## config.mk

```make
export PLATFORM = sky130hd
export DESIGN_NAME = vga_timing_gen
export DESIGN_NICKNAME = d
export VERILOG_FILES = /design/src/rtl/vga_timing_gen.sv
export SDC_FILE = /design/constraint.sdc
export NUM_CORES = 1
export LEC_CHECK = 0
export ABC_AREA = 1
export BUFFER_PORTS_ARGS = -buffer_cell sky130_fd_sc_hd__buf_4
export CAP_MARGIN = 40
export CORE_ASPECT_RATIO = 2
export CORE_MARGIN = 2
export CORE_UTILIZATION = 52
export CTS_CLUSTER_DIAMETER = 150
export DETAILED_ROUTE_END_ITERATION = 10
export GPL_ROUTABILITY_DRIVEN = 0
export GPL_TIMING_DRIVEN = 0
export PLACE_DENSITY = 0.78
export SETUP_SLACK_MARGIN = 0.1
export SLEW_MARGIN = 40
export SYNTH_ARGS = -nofsm -noshare
export SYNTH_HDL_FRONTEND = slang
export SYNTH_SLANG_ARGS = --single-unit
```

## constraint.sdc

```tcl
create_clock -name clk -period 1.8 [get_ports clk]
set_input_delay 0.45 -clock clk [delete_from_list [all_inputs] [get_ports clk]]
set_output_delay 0.45 -clock clk [all_outputs]
set_load 0.02 [all_outputs]
```

## src/rtl/vga_timing_gen.sv

```systemverilog
// Raster timing generator: walks (h_pos, v_pos) over a full frame and emits
// sync, blanking and line/frame markers aligned to the pixel being presented.
module vga_timing_gen #(
  parameter int H_ACTIVE  = 1280,
  parameter int H_FP      = 110,
  parameter int H_SYNC    = 40,
  parameter int H_BP      = 220,
  parameter int V_ACTIVE  = 720,
  parameter int V_FP      = 5,
  parameter int V_SYNC    = 5,
  parameter int V_BP      = 20,
  parameter int HSYNC_POL = 1,
  parameter int VSYNC_POL = 1,
  parameter int CNT_W     = 12,
  parameter int FRAME_W   = 16
) (
  input  logic               clk,
  input  logic               reset_ctr_n,
  input  logic               en,
  input  logic               restart,
  output logic [CNT_W-1:0]   h_pos,
  output logic [CNT_W-1:0]   v_pos,
  output logic               hsync,
  output logic               vsync,
  output logic               valid_video,
  output logic               line_start,
  output logic               frame_start,
  output logic [FRAME_W-1:0] frame_count
);

  localparam int H_TOTAL = H_ACTIVE + H_FP + H_SYNC + H_BP;
  localparam int V_TOTAL = V_ACTIVE + V_FP + V_SYNC + V_BP;

  if (H_ACTIVE < 1 || H_FP < 1 || H_SYNC < 1 || H_BP < 1) begin : g_bad_h
    $error("vga_timing_gen: horizontal active/porch/sync widths must all be >= 1");
  end
  if (V_ACTIVE < 1 || V_FP < 1 || V_SYNC < 1 || V_BP < 1) begin : g_bad_v
    $error("vga_timing_gen: vertical active/porch/sync widths must all be >= 1");
  end
  if (longint'(H_TOTAL) > (longint'(1) << CNT_W) ||
      longint'(V_TOTAL) > (longint'(1) << CNT_W)) begin : g_bad_total
    $error("vga_timing_gen: H_TOTAL and V_TOTAL must not exceed 2**CNT_W");
  end

  localparam logic [CNT_W-1:0] H_LAST     = CNT_W'(H_TOTAL - 1);
  localparam logic [CNT_W-1:0] V_LAST     = CNT_W'(V_TOTAL - 1);
  localparam logic [CNT_W-1:0] H_VIS_END  = CNT_W'(H_ACTIVE);
  localparam logic [CNT_W-1:0] V_VIS_END  = CNT_W'(V_ACTIVE);
  localparam logic [CNT_W-1:0] HS_START   = CNT_W'(H_ACTIVE + H_FP);
  localparam logic [CNT_W-1:0] HS_END     = CNT_W'(H_ACTIVE + H_FP + H_SYNC);
  localparam logic [CNT_W-1:0] VS_START   = CNT_W'(V_ACTIVE + V_FP);
  localparam logic [CNT_W-1:0] VS_END     = CNT_W'(V_ACTIVE + V_FP + V_SYNC);
  localparam logic             HS_ON      = (HSYNC_POL != 0);
  localparam logic             VS_ON      = (VSYNC_POL != 0);

  logic               run;
  logic               run_nxt;
  logic [CNT_W-1:0]   h_nxt;
  logic [CNT_W-1:0]   v_nxt;
  logic [FRAME_W-1:0] fc_nxt;

  // The first enabled edge after reset only arms the generator; the raster
  // starts moving on the enabled edges after that.
  always_comb begin
    h_nxt   = h_pos;
    v_nxt   = v_pos;
    fc_nxt  = frame_count;
    run_nxt = run;
    if (restart) begin
      h_nxt   = '0;
      v_nxt   = '0;
      run_nxt = 1'b1;
    end else if (en) begin
      run_nxt = 1'b1;
      if (run) begin
        if (h_pos == H_LAST) begin
          h_nxt = '0;
          if (v_pos == V_LAST) begin
            v_nxt  = '0;
            fc_nxt = frame_count + FRAME_W'(1);
          end else begin
            v_nxt = v_pos + CNT_W'(1);
          end
        end else begin
          h_nxt = h_pos + CNT_W'(1);
        end
      end
    end
  end

  // Flags are decoded from the next position and registered alongside it,
  // so they line up with h_pos/v_pos and come straight out of flops.
  always_ff @(posedge clk or negedge reset_ctr_n) begin
    if (!reset_ctr_n) begin
      h_pos       <= '0;
      v_pos       <= '0;
      frame_count <= '0;
      run         <= 1'b0;
      hsync       <= ~HS_ON;
      vsync       <= ~VS_ON;
      valid_video <= 1'b0;
      line_start  <= 1'b0;
      frame_start <= 1'b0;
    end else begin
      h_pos       <= h_nxt;
      v_pos       <= v_nxt;
      frame_count <= fc_nxt;
      run         <= run_nxt;
      hsync       <= (h_nxt >= HS_START && h_nxt < HS_END) ? HS_ON : ~HS_ON;
      vsync       <= (v_nxt >= VS_START && v_nxt < VS_END) ? VS_ON : ~VS_ON;
      valid_video <= run_nxt && (h_nxt < H_VIS_END) && (v_nxt < V_VIS_END);
      line_start  <= run_nxt && (h_nxt == '0);
      frame_start <= run_nxt && (h_nxt == '0) && (v_nxt == '0);
    end
  end

endmodule

```

After elaboration in Yosys (flattened, before gate mapping)

Index checks and enable logic that the tools add are counted.

Add/subtract/negate cells: 3
$lt $le $gt $ge: 6
Eq/ne operators: 2
Muxes and demuxes: 13
Bitwise operators: 1
Reduce and logical (&&, ||, !) cells: 9

Operators with widths:

| kind                    | number |
|---|---|
| $mux W12                | 9 |
| $add A12 B1 Y12 const B | 2 |
| $logic_not A12 Y1       | 2 |
| $lt A12 B10 Y1 const B  | 2 |
| $lt A12 B11 Y1 const B  | 2 |
| $add A16 B1 Y16 const B | 1 |
| $eq A12 B10 Y1 const B  | 1 |
| $eq A12 B11 Y1 const B  | 1 |
| $ge A12 B10 Y1 const B  | 1 |
| $ge A12 B11 Y1 const B  | 1 |
| $logic_and A1 B1 Y1     | 6 |
| $reduce_and A5 Y1       | 1 |
| $mux W1                 | 4 |
| $not A1 Y1              | 1 |

Bits in registers: 46
Input port bits: 4

Logic depth before layout (Yosys ltp)

Word-level depth: 9
Gate-level depth with buffers: 16
Mapped depth without buffers: 16

Worst setup path before layout

Ideal clock, no wire load.

Path type: reg-to-reg
Start point: register h_pos[0]
End point: register frame_count[10]
Library setup time: 0.118 ns
Arrival: 1.894 ns
Slack: -0.212 ns
Cell stages (with the launch flop): 13
Path buffers: 0
Clock period less this slack: 2.012 ns
Path through: dfrtp_1 > ha_1 > nand2_2 > nor2_8 > nand3_4 > nor2_4 > nand3_4 > nor2_2 > nand2_1 > nor3_4 > nand3_1 > nand2_1 > nand2_1

Word-level cells in the longest chain between the ends: 2

Ends and longest elaborated chain:

| element                            | line | text |
|---|---|---|
| start: declaration                 | 21   | `output logic [CNT_W-1:0] h_pos,` |
| start signal: assignment           | 105  | `h_pos <= h_nxt;` |
| $eq A12 B11 Y1                     | 76   | `if (h_pos == H_LAST) begin` |
| $reduce_and A5 Y1 (no source line) | n/a  |  |
| end signal: assignment             | 107  | `frame_count <= fc_nxt;` |
| end: declaration                   | 28   | `output logic [FRAME_W-1:0] frame_count` |

Every way passes these cells.
A chain may end at the register's enable or synchronous reset.

Final worst setup path

Start point: register h_pos[4]
End point: register vsync

Word-level cells in the longest chain between the ends: 8

Ends and longest elaborated chain:

| element                                                 | line | text |
|---|---|---|
| $eq A12 B11 Y1 (*)                                      | 76   |  |
| $mux W12 (*)                                            | 76   |  |
| $mux W12 (*)                                            | 75   | `if (run) begin` |
| $mux W12 (*)                                            | 73   | `end else if (en) begin` |
| $mux W12 (*)                                            | 69   | `if (restart) begin` |
| named net v_nxt[5]                                      | 59   | `logic [CNT_W-1:0] v_nxt;` |
| $ge A12 B10 Y1 / $lt A12 B10 Y1 (equally long branches) | 110  | `vsync <= (v_nxt >= VS_START && v_nxt < VS_END) ? VS_ON : ~VS_ON;` |
| $logic_and A1 B1 Y1 (*)                                 | 110  |  |
| $mux W1 (*)                                             | 110  |  |
| end signal: assignment                                  | 100  | `vsync <= ~VS_ON;` |
| end signal: assignment                                  | 110  |  |
| end: declaration                                        | 24   | `output logic vsync,` |

Mark *: on every way through the listed nets, which the timed path passes. The rest lies on a longest branch.

==> out/summary.log <==
INFO  clocking       ctsRootBufferMaster=sky130_fd_sc_hd__clkbuf_16
INFO  timing         timing.setup.tns=-4.52ns
INFO  yosys          synth_top_family_by_area=simple AND/OR/NAND/NOR gates
INFO  run            drv.max_cap_violation_count=0
INFO  detailed_routing final_antenna_violating_net_count=0
INFO  global_routing total_routing_resource_utilization_after_global_routing=28.8%
INFO  global_routing grt_remaining_overflow=0
INFO  detailed_routing remaining_drc_errors=0
INFO  clocking       clock_insertion_delay_worst_skew=0.29ns
INFO  die            initial_utilization=53.8%
INFO  yosys          syn_avg_cell_area=7.06µm²
INFO  timing         finalSetupViolations=23
INFO  cells_and_area final_cells=592
INFO  timing         finalCritPeriodShare=121%
INFO  critical_path  crit-reg2reg-launch=h_pos[4]
INFO  cells_and_area layout_top_registers=frame_count (16), h_pos (12), v_pos (12)
INFO  detailed_routing avgViaCountPerCell=5.71
INFO  yosys          synth-compound-area-share=3.06%
INFO  placement      placedCellCount=544
INFO  detailed_routing drt_pass1_iterations=10
INFO  timing         finalCriticalPeriod=2.18ns
INFO  detailed_routing vias=3379
INFO  yosys          yosys_register_bits=46
INFO  yosys          post_synth_edffs=0
INFO  critical_path  worstSetupPathType=flop to flop
INFO  yosys          synth.distinct_cells=32
INFO  critical_path  worst_setup_path_endpoint=vsync
INFO  clocking       number_of_buffers_on_the_longest_clock_path=2
INFO  detailed_routing avgRoutedWirePerCell=17.4µm
INFO  critical_path  critPathMaxFanout=5
INFO  yosys          asyncSetResetFlopFracSynth=100%
INFO  yosys          yosysTopAreaCellShare=37.5%
INFO  pwr            p_leak=2.35nW
INFO  yosys          post_synth_inst_count=435
INFO  critical_path  critical_path.endpoint_type=flop
INFO  critical_path  critPathLaunch=h_pos[4]
INFO  placement      port_buffers=48
INFO  cells_and_area fill_cells=392
INFO  critical_path  rr_endpoint=vsync
INFO  cells_and_area n_antenna_cell=0
INFO  clocking       numClockSinks=46
INFO  hold_path      worst_hold_path_type=primary input to async pin
INFO  timing         timing_hold_violations_final=0
INFO  clocking       cts.clk_slew.worst_paths=0.07ns
INFO  yosys          synth_simple_gate_area_share=43.8%
INFO  critical_path  crit_arrival=2.41ns
INFO  pwr            vdd.ir_drop.worst=807µV
INFO  yosys          yosysWarnings=0
INFO  timing         clock-skew-final=0.00641ns
INFO  yosys          yosys.area.top_type=sky130_fd_sc_hd__dfrtp_1
INFO  detailed_routing drt_wl_total=10.3mm
INFO  global_routing initial_antenna_violation_count=0
INFO  die            core.rowCount=39
INFO  timing         max_freq=459MHz
INFO  placement      setup_ws_pre_cts=-0.366ns
INFO  die            die-area=6570µm²
INFO  cells_and_area drive_gt1_share=42.0%
INFO  yosys          register_area_share_after_synthesis=37.5%
INFO  die            ios=49
INFO  global_routing via_count_of_the_first_global_routing_pass=3217
INFO  timing         setup_repair_after_global_routing_missed_its_margin=true
INFO  yosys          post_synth_mux_area_share=0%
INFO  run_status     failed_checks=negative setup slack
INFO  die            floorplan.core_area=5710µm²
INFO  yosys          synth_fp_nets=444
INFO  run_status     run_status=complete, but fails checks
INFO  yosys          synth.cell_area=3070µm²
INFO  yosys          post_synthesis_xor_xnor_area_fraction=4.28%
INFO  clocking       cts_hold_buf=0
INFO  global_routing largest_net_degree_at_the_start_of_global_routing=47
INFO  clocking       tritoncts.num_buffers=5
INFO  timing         worst_slew_pin_slew=0.607ns
INFO  clocking       cts-htree-levels=2
INFO  cells_and_area largest_reg_flops=16
INFO  cells_and_area largest_register=frame_count
INFO  pwr            powerDensity=523nW/µm²
INFO  cells_and_area nNetsFinal=539
INFO  critical_path  reg2reg_slack=-0.38ns
INFO  cells_and_area area_growth=45.3%
INFO  clocking       cts_tree=yes
INFO  critical_path  r2r_cells=14
INFO  yosys          yosys.area_share.adder=2.04%
INFO  timing         final_critical_path_setup_slack=-0.378ns
INFO  yosys          synth_flop_cell=sky130_fd_sc_hd__dfrtp_1
INFO  die            die_w=58.3µm
INFO  timing         final_max_slew_viol_count=0
INFO  die            vertical_extent_of_the_die=113µm
INFO  yosys          post_synth_main_area_contributors=sky130_fd_sc_hd__dfrtp_1 38%, sky130_fd_sc_hd__nand2_1 16%, sky130_fd_sc_hd__inv_1 8.6%, sky130_fd_sc_hd__nor2_1 6.1%, sky130_fd_sc_hd__nand3_1 6.0%
INFO  detailed_routing first_iter_violations=316
INFO  placement      hpwlAfterDp=6.31mm
INFO  critical_path  timing.critical_path.from_type=flop
INFO  critical_path  crit_required=2.03ns
INFO  global_routing global_route_wire_length_before_repair=14.3mm
INFO  timing         slew_headroom=59.5%
[metrics by stage]
stage	total power [W]	hold slack [ns]	util, %	cell area (µm²)
floorplan	0.00115	0.154	-	3110
global placement	0.00122	0.490	62.0	3540
detailed placement	0.00122	0.491	62.0	3540
CTS	0.00232	0.174	70.7	4040
global route	0.00239	0.213	78.1	4460
finish	0.00233	0.155	78.1	4460
[how the worst min path moves through the flow]
stage,slack [ns],from,to,depth (start not counted)
final,0.16,reset_ctr_n,frame_count[11],1
after global routing,0.21,reset_ctr_n,frame_count[11],1
after CTS,0.17,reset_ctr_n,frame_count[11],1
after detailed placement,0.49,reset_ctr_n,frame_count[15],1
after global placement,0.49,reset_ctr_n,v_pos[3],1
after floorplan,0.15,reset_ctr_n,frame_count[0],0
[logic make-up after synthesis]
kind of cell	count (synthesis)
DFF	46
buffers and inverters	76
and+or+nand+nor	277
AOI/OAI and AO/OA	16
adders and majority gates	5
xor gates and xnor gates	15
[what timing repair did]
item / CTS / global route
gates resized for setup: 47 / 80
endpoints found under the setup margin: 29 / 34
setup buffers: 22 / 21
pin swaps: 17 / 49
[synth_stat cells (2+ instances only)]
cell type and count:
sky130_fd_sc_hd__nand2_1 132, sky130_fd_sc_hd__inv_1 70, sky130_fd_sc_hd__nor2_1 50, sky130_fd_sc_hd__dfrtp_1 46
sky130_fd_sc_hd__nand3_1 37, sky130_fd_sc_hd__nand4_1 16, sky130_fd_sc_hd__nor2_2 9, sky130_fd_sc_hd__xor2_1 9
sky130_fd_sc_hd__o21ai_0 7, sky130_fd_sc_hd__nand2_2 6, sky130_fd_sc_hd__nor2_4 6, sky130_fd_sc_hd__xnor2_1 6
sky130_fd_sc_hd__ha_1 5, sky130_fd_sc_hd__nor3_1 5, sky130_fd_sc_hd__inv_2 4, sky130_fd_sc_hd__nand3_2 4
sky130_fd_sc_hd__a21oi_1 3, sky130_fd_sc_hd__a21o_1 2, sky130_fd_sc_hd__nand2_4 2, sky130_fd_sc_hd__nand3_4 2
sky130_fd_sc_hd__nor2_8 2, sky130_fd_sc_hd__nor3b_1 2
[where the power goes]
group	switching (W)	total, W	internal (W)
combinational	0.000135	0.000211	0.0000767
sequential	0.00000721	0.00105	0.00104
clock	0.000416	0.00107	0.000655
[routing by layer]
| metal | wire length, µm | vias up | track usage [%] | part of all wire, % |
|---|---|---|---|---|
| met1 | 3260 | 1578 | 27.6 | 32 |
| met3 | 597 | 70 | 4.15 | 5.8 |
| met4 | 717 | 0 | 20.6 | 7.0 |
| li1 | - | 1541 | - | - |
| met2 | 5720 | 190 | 52.6 | 56 |
| met5 | 0 | - | 0 | 0 |
[layout make-up]
class	count	area, µm²	area share, %
well taps	61	76.3	1.71
clock buffers	5	125	2.81
flip-flops and latches	46	1170	26.2
clock inverters	3	45.0	1.01
inverters	74	288	6.45
plain buffers	2	8.76	0.196
repair buffers	88	709	15.9
multi-input cells	313	2040	45.7
[critical path, stage by stage, from the launching register on]
cell,delay [ns]
sky130_fd_sc_hd__dfrtp_1,0.45
sky130_fd_sc_hd__nand2_2,0.16
sky130_fd_sc_hd__nor2_4,0.20
sky130_fd_sc_hd__nand3_4,0.16
sky130_fd_sc_hd__buf_4,0.18
sky130_fd_sc_hd__buf_6,0.10
sky130_fd_sc_hd__nor2_1,0.12
sky130_fd_sc_hd__nand3_1,0.08
sky130_fd_sc_hd__nand2_1,0.09
sky130_fd_sc_hd__nand2_1,0.08
sky130_fd_sc_hd__nand2_2,0.10
sky130_fd_sc_hd__inv_2,0.05
sky130_fd_sc_hd__nor2_2,0.11
sky130_fd_sc_hd__nand3_2,0.10
sky130_fd_sc_hd__nor2_2,0.12
[cell usage in the layout (no fill, tap or decap), types with 2 or more instances in the layout]
| cell type | count |
|---|---|
| sky130_fd_sc_hd__nand2_1 | 104 |
| sky130_fd_sc_hd__buf_4 | 75 |
| sky130_fd_sc_hd__inv_1 | 62 |
| sky130_fd_sc_hd__nor2_1 | 34 |
| sky130_fd_sc_hd__dfrtp_1 | 33 |
| sky130_fd_sc_hd__nand2_2 | 27 |
| sky130_fd_sc_hd__nand3_1 | 27 |
| sky130_fd_sc_hd__nor2_4 | 19 |
| sky130_fd_sc_hd__nand4_1 | 16 |
| sky130_fd_sc_hd__dfrtp_2 | 13 |
| sky130_fd_sc_hd__buf_6 | 13 |
| sky130_fd_sc_hd__nor2_2 | 12 |
| sky130_fd_sc_hd__nand3_2 | 10 |
| sky130_fd_sc_hd__nand2_4 | 9 |
| sky130_fd_sc_hd__inv_2 | 8 |
| sky130_fd_sc_hd__xor2_1 | 8 |
| sky130_fd_sc_hd__nand3_4 | 6 |
| sky130_fd_sc_hd__xnor2_1 | 6 |
| sky130_fd_sc_hd__o21ai_0 | 5 |
| sky130_fd_sc_hd__clkbuf_16 | 5 |
| sky130_fd_sc_hd__inv_4 | 4 |
| sky130_fd_sc_hd__ha_4 | 4 |
| sky130_fd_sc_hd__nor3_4 | 3 |
| sky130_fd_sc_hd__nor3_1 | 2 |
| sky130_fd_sc_hd__nor2_8 | 2 |
| sky130_fd_sc_hd__o21ai_2 | 2 |
| sky130_fd_sc_hd__a21o_1 | 2 |
| sky130_fd_sc_hd__a21oi_2 | 2 |
| sky130_fd_sc_hd__clkinvlp_4 | 2 |
Power figures use the tool's default switching activity.
